--- config.mk ---
export PLATFORM = sky130hd
export DESIGN_NAME = fetch_unit
export DESIGN_NICKNAME = d
export VERILOG_FILES = /design/src/rtl/fetch_unit.sv
export SDC_FILE = /design/constraint.sdc
export NUM_CORES = 1
export LEC_CHECK = 0
export CELL_PAD_IN_SITES_DETAIL_PLACEMENT = 1
export CELL_PAD_IN_SITES_GLOBAL_PLACEMENT = 2
export CORE_MARGIN = 5
export CORE_UTILIZATION = 20
export CTS_CLUSTER_DIAMETER = 150
export DETAILED_ROUTE_END_ITERATION = 8
export HOLD_SLACK_MARGIN = 0.08
export PLACE_DENSITY_LB_ADDON = 0.1
export SYNTH_ARGS = -nofsm -noshare
export SYNTH_HDL_FRONTEND = slang
export SYNTH_SLANG_ARGS = --single-unit
export TNS_END_PERCENT = 30
--- constraint.sdc ---
create_clock -name clk -period 1.97 [get_ports clk]
set_input_delay 0.4925 -clock clk [delete_from_list [all_inputs] [get_ports clk]]
set_output_delay 0.4925 -clock clk [all_outputs]
set_load 0.03 [all_outputs]
--- src/rtl/fetch_unit.sv ---
// Instruction fetch stage: owns the PC, fetches 16-bit words over a req/ack
// memory handshake and presents the decoded instruction with valid/ready.
module fetch_unit #(
  parameter int          PC_W    = 8,
  parameter logic [3:0]  HALT_OP = 4'b1111
) (
  input  logic            clk,
  input  logic            rst,
  input  logic            run,
  input  logic            pc_load,
  input  logic [PC_W-1:0] pc_load_val,
  output logic            imem_req,
  output logic [PC_W-1:0] imem_addr,
  input  logic            imem_ack,
  input  logic [15:0]     imem_rdata,
  output logic            instr_valid,
  input  logic            instr_ready,
  output logic [3:0]      opcode,
  output logic [3:0]      rd,
  output logic [3:0]      rs1,
  output logic [3:0]      rs2,
  output logic [PC_W-1:0] pc,
  output logic            halted
);

  typedef enum logic [1:0] {
    S_IDLE  = 2'd0,
    S_FETCH = 2'd1,
    S_HOLD  = 2'd2,
    S_HALT  = 2'd3
  } state_t;

  state_t          state, state_nxt;
  logic [PC_W-1:0] pc_q, pc_nxt;
  logic [15:0]     ir_p0, ir_nxt;

  always_ff @(posedge clk) begin
    if (rst) begin
      state <= S_IDLE;
      pc_q  <= '0;
      ir_p0 <= '0;
    end else begin
      state <= state_nxt;
      pc_q  <= pc_nxt;
      ir_p0 <= ir_nxt;
    end
  end

  // A jump overrides everything: a same-cycle ack or a pending transfer is dropped.
  always_comb begin
    state_nxt = state;
    pc_nxt    = pc_q;
    ir_nxt    = ir_p0;
    if (pc_load) begin
      pc_nxt    = pc_load_val;
      state_nxt = run ? S_FETCH : S_IDLE;
    end else begin
      case (state)
        S_IDLE: begin
          if (run) state_nxt = S_FETCH;
        end
        S_FETCH: begin
          if (imem_ack) begin
            ir_nxt    = imem_rdata;
            pc_nxt    = pc_q + PC_W'(1);
            state_nxt = S_HOLD;
          end
        end
        S_HOLD: begin
          if (instr_ready) begin
            if (ir_p0[15:12] == HALT_OP) state_nxt = S_HALT;
            else if (run)                state_nxt = S_FETCH;
            else                         state_nxt = S_IDLE;
          end
        end
        S_HALT: begin
          state_nxt = S_HALT;
        end
        default: state_nxt = S_IDLE;
      endcase
    end
  end

  // Stage p0 boundary: decoded fields come straight from the instruction register.
  assign imem_req    = (state == S_FETCH);
  assign imem_addr   = pc_q;
  assign pc          = pc_q;
  assign instr_valid = (state == S_HOLD);
  assign halted      = (state == S_HALT);
  assign opcode      = ir_p0[15:12];
  assign rd          = ir_p0[11:8];
  assign rs1         = ir_p0[7:4];
  assign rs2         = ir_p0[3:0];

endmodule

==> impl_metrics.ini, run 1 <==
[setup_path]
path_delay_family = buffers and inverters
crit_start = imem_addr[7]
slowest_stage = clkdlybuf4s50_1
cp-end-kind = output pin
rrSetupSlack_ns = 0.48
cp.depth = 1
timing.rr.start = imem_addr[0]
critPathBufInv = 1
critPathArrivalTime_ns = 1.41
crit_type = reg2out
cpPeakStageDelay_ns = 0.71
startpoint_type = flip-flop
r2r_cells = 4
crit_required_ns = 1.48
crit_chain = clkdlybuf4s50_1
worst-path-max-fanout = 6
r2r_end = imem_addr[4]
worstSetupEndpoint = imem_addr[7]

[global_routing]
grtUsageTotal = 0.108
grt_max_degree = 25
overflow = 0
antenna_found_initial = 0
grt_pass1_wl_mm = 6.72
grt_pass1_vias = 1433

[detailed_routing]
wirelength_mm = 4.05
ant_nets = 0
drt_iter0_drc = 31
wl_per_cell_um = 14.2
via_per_inst = 4.47
drc = 0
vias = 1273
drt-pass1-iter-count = 3

[cts]
cts_hold_buf = 0
clk_latency_ns = 0.27
htreeDepth = 1
cts_inserted_buffers = 3
clk_pin_slew_worst_paths_ns = 0.10
cts_num_sinks = 26
post_cts_buffers = 0
cts_tree = yes
cts_buffer_depth = 2
clock-root-buffer = clkbuf_8

[synth]
synth.distinct_cells = 37
synth_warnings = 0
ys_ff_latch = 26
ys_top_cells_by_area = dfxtp_1, nand2_1, a21oi_1, buf_4, a311oi_1
syn-num-nets = 179
avgSynthCellArea_um2 = 8.28
synth_top_area_share = 0.424
ys.flop_type = dfxtp_1
synth_edf_count = 0
syn_inst = 148
ys_seq_area_frac = 0.424
postSynth.asyncResetShare = 0
yosys.area.top_type = dfxtp_1
synth_area_um2 = 1230

[min_path]
hold_path.class = reg2reg

[placed_design]
place_area_um2 = 1940
hpwl_mm = 3.09
routabilityCongestion = 0.738
dp.cells = 281
numPortBuffers = 64

[final_layout]
diodes = 0
stdcell_count = 285
layout_commonest_cell = clkdlybuf4s50_1
final_cell_mix = clkdlybuf4s50_1, nand2_1, dfxtp_1
fin_area_um2 = 2000
drive_gt1_frac = 0.0905
utilization = 0.336
areaGrowthSynthToFinish_pct = 63.3
final_nets = 242

[pwr]
ir_worst_vdd_mv = 0.268
p_leak_uw = 0.000801
power_density_nw_per_um2 = 613

[job]
drv_cap = 0

[sta]
tns_ns = 0
final_hold_viol_count = 0
whs_ns = 0.463
fmax_mhz = 525
rsz0062_at_grt = false
relSlewSlack = 0.728
timing.final.max_slew_violations = 0
min_period_over_period = 0.966
fin_worst_skew_ns = 0.00182
fin_crit_ns = 1.90
worst_pin_slew_ns = 0.398
setup_viol = 0

[die]
start_util = 0.206
dieWidth_um = 88.3
io_pins = 65
fp.dieH_um = 88.3
std_cell_rows = 28
core_um2 = 5960
dieArea_um2 = 7800

[outcome]
status = finished clean
==> flip-flops by register name (all words and copies together) (netlist names) <==
| name | cells |
|---|---|
| state | 2 |
| ir_p0 | 16 |
| imem_addr | 8 |
==> per-stage QoR <==
stage / worst slack, ns / power (uW)
finish: 0.0670 / 1230
global route: 0.00115 / 1290
CTS: 0.00165 / 1260
detailed placement: -0.0531 / 887
global placement: -0.0247 / 883
floorplan: 0.354 / 737
==> logic make-up after synthesis <==
| family | count (synthesis) | synth area share |
|---|---|---|
| fa+ha+maj | 1 | 0.0102 |
| mux | 1 | 0.00816 |
| flops | 26 | 0.424 |
| buf+inv | 19 | 0.0918 |
| compound gates | 34 | 0.170 |
| simple gates | 65 | 0.281 |
| xor+xnor | 2 | 0.0143 |
==> synth_stat cells, types with 2 or more instances <==
library cell  number
nand2_1           34
nor4b_1            2
nand3_1            3
xor2_1             2
buf_4              8
buf_2              3
clkbuf_1           4
or4_1              2
nor2_1             9
o21ai_0            5
a21oi_1           16
or3_1              3
a311oi_1           5
dfxtp_1           26
a211oi_1           3
inv_1              2
==> final cells by class <==
cell class,count,area (um2)
sequential,26,520
inverter,2,7.51
tap,75,93.8
clock buffer,4,55.1
fill,726,3950
multi-input combinational,103,593
timing repair buffer,75,732
==> worst min path at each step <==
stage	startpoint	end	cells past startpoint	slack [ns]
finish	ir_p0[10]	ir_p0[10]	2	0.46
global route	ir_p0[10]	ir_p0[10]	2	0.48
CTS	ir_p0[6]	ir_p0[6]	2	0.47
detailed placement	ir_p0[7]	ir_p0[7]	2	0.45
global placement	ir_p0[4]	ir_p0[4]	2	0.44
floorplan	state[0]	state[0]	2	0.56
==> metal layers <==
| layer | vias up | track usage | wire (um) |
|---|---|---|---|
| li1 | 631 | - | - |
| met1 | 599 | 0.119 | 1600 |
| met2 | 39 | 0.207 | 2160 |
| met3 | 4 | 0.0251 | 256 |
| met4 | 0 | 0.0288 | 34 |
| met5 | - | 0 | 0 |
==> power by group <==
| group | total, uW | switching (uW) | internal (uW) |
|---|---|---|---|
| Sequential | 573 | 24.9 | 548 |
| Combinational | 292 | 149 | 143 |
| Clock | 363 | 183 | 179 |
==> repair_timing <==
| item | CTS | global route |
|---|---|---|
| gates resized for setup | 5 | 6 |
| hold endpoints to repair | 0 | 0 |
| pin swaps | 0 | 0 |
| cloned | 0 | 0 |
| endpoints found under the setup margin | 6 | 6 |
Power figures use the tool's default switching activity.
==> inputs of run 2 (changes only) <==
--- a/config.mk
+++ b/config.mk
@@ -10,6 +10,7 @@
 export CORE_MARGIN = 5
 export CORE_UTILIZATION = 20
 export CTS_CLUSTER_DIAMETER = 150
+export CTS_CLUSTER_SIZE = 16
 export DETAILED_ROUTE_END_ITERATION = 8
 export HOLD_SLACK_MARGIN = 0.08
 export PLACE_DENSITY_LB_ADDON = 0.1
==> constraint.sdc (replaced) <==
create_clock -name clk -period 1.97 [get_ports clk]
set_input_delay 0.591 -clock clk [delete_from_list [all_inputs] [get_ports clk]]
set_output_delay 0.591 -clock clk [all_outputs]
set_load 0.03 [all_outputs]
==> impl_metrics.ini, run 2 (synthesized netlist as in run 1, its figures left out) <==
[detailed_routing]
drc = 0
via_per_inst = 4.51
ant_nets = 0
drt-pass1-iter-count = 3
vias = 1286
wl_per_cell_um = 14.3
wirelength_mm = 4.08
drt_iter0_drc = 28

[die]
core_um2 = 5960
start_util = 0.206
io_pins = 65
dieWidth_um = 88.3
dieArea_um2 = 7800
std_cell_rows = 28
fp.dieH_um = 88.3

[sta]
relSlewSlack = 0.788
setup_viol = 0
fmax_mhz = 524
final_hold_viol_count = 0
min_period_over_period = 0.969
timing.final.max_slew_violations = 0
finalWorstSetupSlack_ns = 0.0614
fin_worst_skew_ns = 0.00516
worst_pin_slew_ns = 0.310
fin_crit_ns = 1.91

[setup_path]
crit_required_ns = 1.38
crit_start = imem_addr[2]
crit_type = reg2out
r2r_cells = 4
worstSetupEndpoint = imem_addr[2]
crit_chain = clkdlybuf4s50_1
worst-path-max-fanout = 3
cpPeakStageDelay_ns = 0.68
path_delay_family = buffers and inverters
r2r_end = imem_addr[6]
slowest_stage = clkdlybuf4s50_1
cp-end-kind = output pin
timing.rr.start = imem_addr[0]
rrSetupSlack_ns = 0.47
cp.depth = 1
critPathArrivalTime_ns = 1.32
startpoint_type = flip-flop
critPathBufInv = 1

[final_layout]
layout_commonest_cell = clkdlybuf4s50_1
areaGrowthSynthToFinish_pct = 63.6
top_register = ir_p0
drive_gt1_frac = 0.0952
n_fill_cell = 713
stdcell_count = 285
diodes = 0
final_nets = 242
largest_reg_flops = 16
final_cell_mix = clkdlybuf4s50_1, nand2_1, dfxtp_1

[cts]
cts_inserted_buffers = 3
cts_hold_buf = 0
htreeDepth = 1
clock-root-buffer = clkbuf_8
cts_buffer_depth = 2
cts_num_sinks = 26
clk_pin_slew_worst_paths_ns = 0.10
clk_latency_ns = 0.27
cts_tree = yes

[pwr]
p_leak_uw = 0.000829
ir_worst_vdd_mv = 0.265
power_density_nw_per_um2 = 607

[placed_design]
hpwl_mm = 3.08
dp.cells = 281
routabilityCongestion = 0.740
numPortBuffers = 64
dpl_worst_slack_ns = -0.165

[global_routing]
grt_pass1_vias = 1410
overflow = 0
grtUsageTotal = 0.109
antenna_found_initial = 0
grt_pass1_wl_mm = 6.68
grt_max_degree = 28

[min_path]
holdPathStages = 2
hold_path.class = reg2reg

[job]
drv_cap = 0

[outcome]
status = finished clean
run 2: power by group:
group,switching [uW],internal [uW],leakage (uW)
Clock,182,179,0.0000288
Sequential,23.9,548,0.000212
Combinational,150,135,0.000587
run 2: layout make-up:
type | count | area (um2) | share of cell area
Inverter | 2 | 7.51 | 0.00374
Clock buffer | 4 | 55.1 | 0.0274
Tap cell | 75 | 93.8 | 0.0468
Sequential cell | 26 | 520 | 0.260
Multi-Input combinational cell | 103 | 593 | 0.296
Timing Repair Buffer | 75 | 736 | 0.367
run 2: routing by layer:
metal,vias to the layer above,wire length [um],share of wire,GRT usage
li1,632,-,-,-
met1,610,1590,0.39,0.118
met2,39,2140,0.53,0.202
met3,5,303,0.074,0.0363
met4,0,47,0.012,0.0330
met5,-,0,0,0
run 2: worst min path at each step:
stage / from / to / slack [ns]
floorplan: state[0] / state[0] / 0.56
global placement: ir_p0[5] / ir_p0[5] / 0.44
detailed placement: ir_p0[10] / ir_p0[10] / 0.45
CTS: ir_p0[10] / ir_p0[10] / 0.46
global route: ir_p0[10] / ir_p0[10] / 0.48
finish: ir_p0[10] / ir_p0[10] / 0.46
run 2: per-stage QoR:
step	TNS [ns]	total power (uW)	util	hold slack (ns)	cell area [um2]
final	0	1220	0.337	0.458	2010
after global routing	-0.00760	1290	0.337	0.483	2010
after CTS	0	1250	0.335	0.465	2000
after detailed placement	-0.854	892	0.329	0.450	1960
after global placement	-0.581	887	0.329	0.443	1960
after floorplan	0	737	-	0.556	1230
run 2: what timing repair did:
action | 4_1_cts | 5_1_grt
endpoints found under the hold margin | 0 | 0
setup buffers | 0 | 0
endpoints found under the setup margin | 16 | 5
resized for setup | 16 | 4
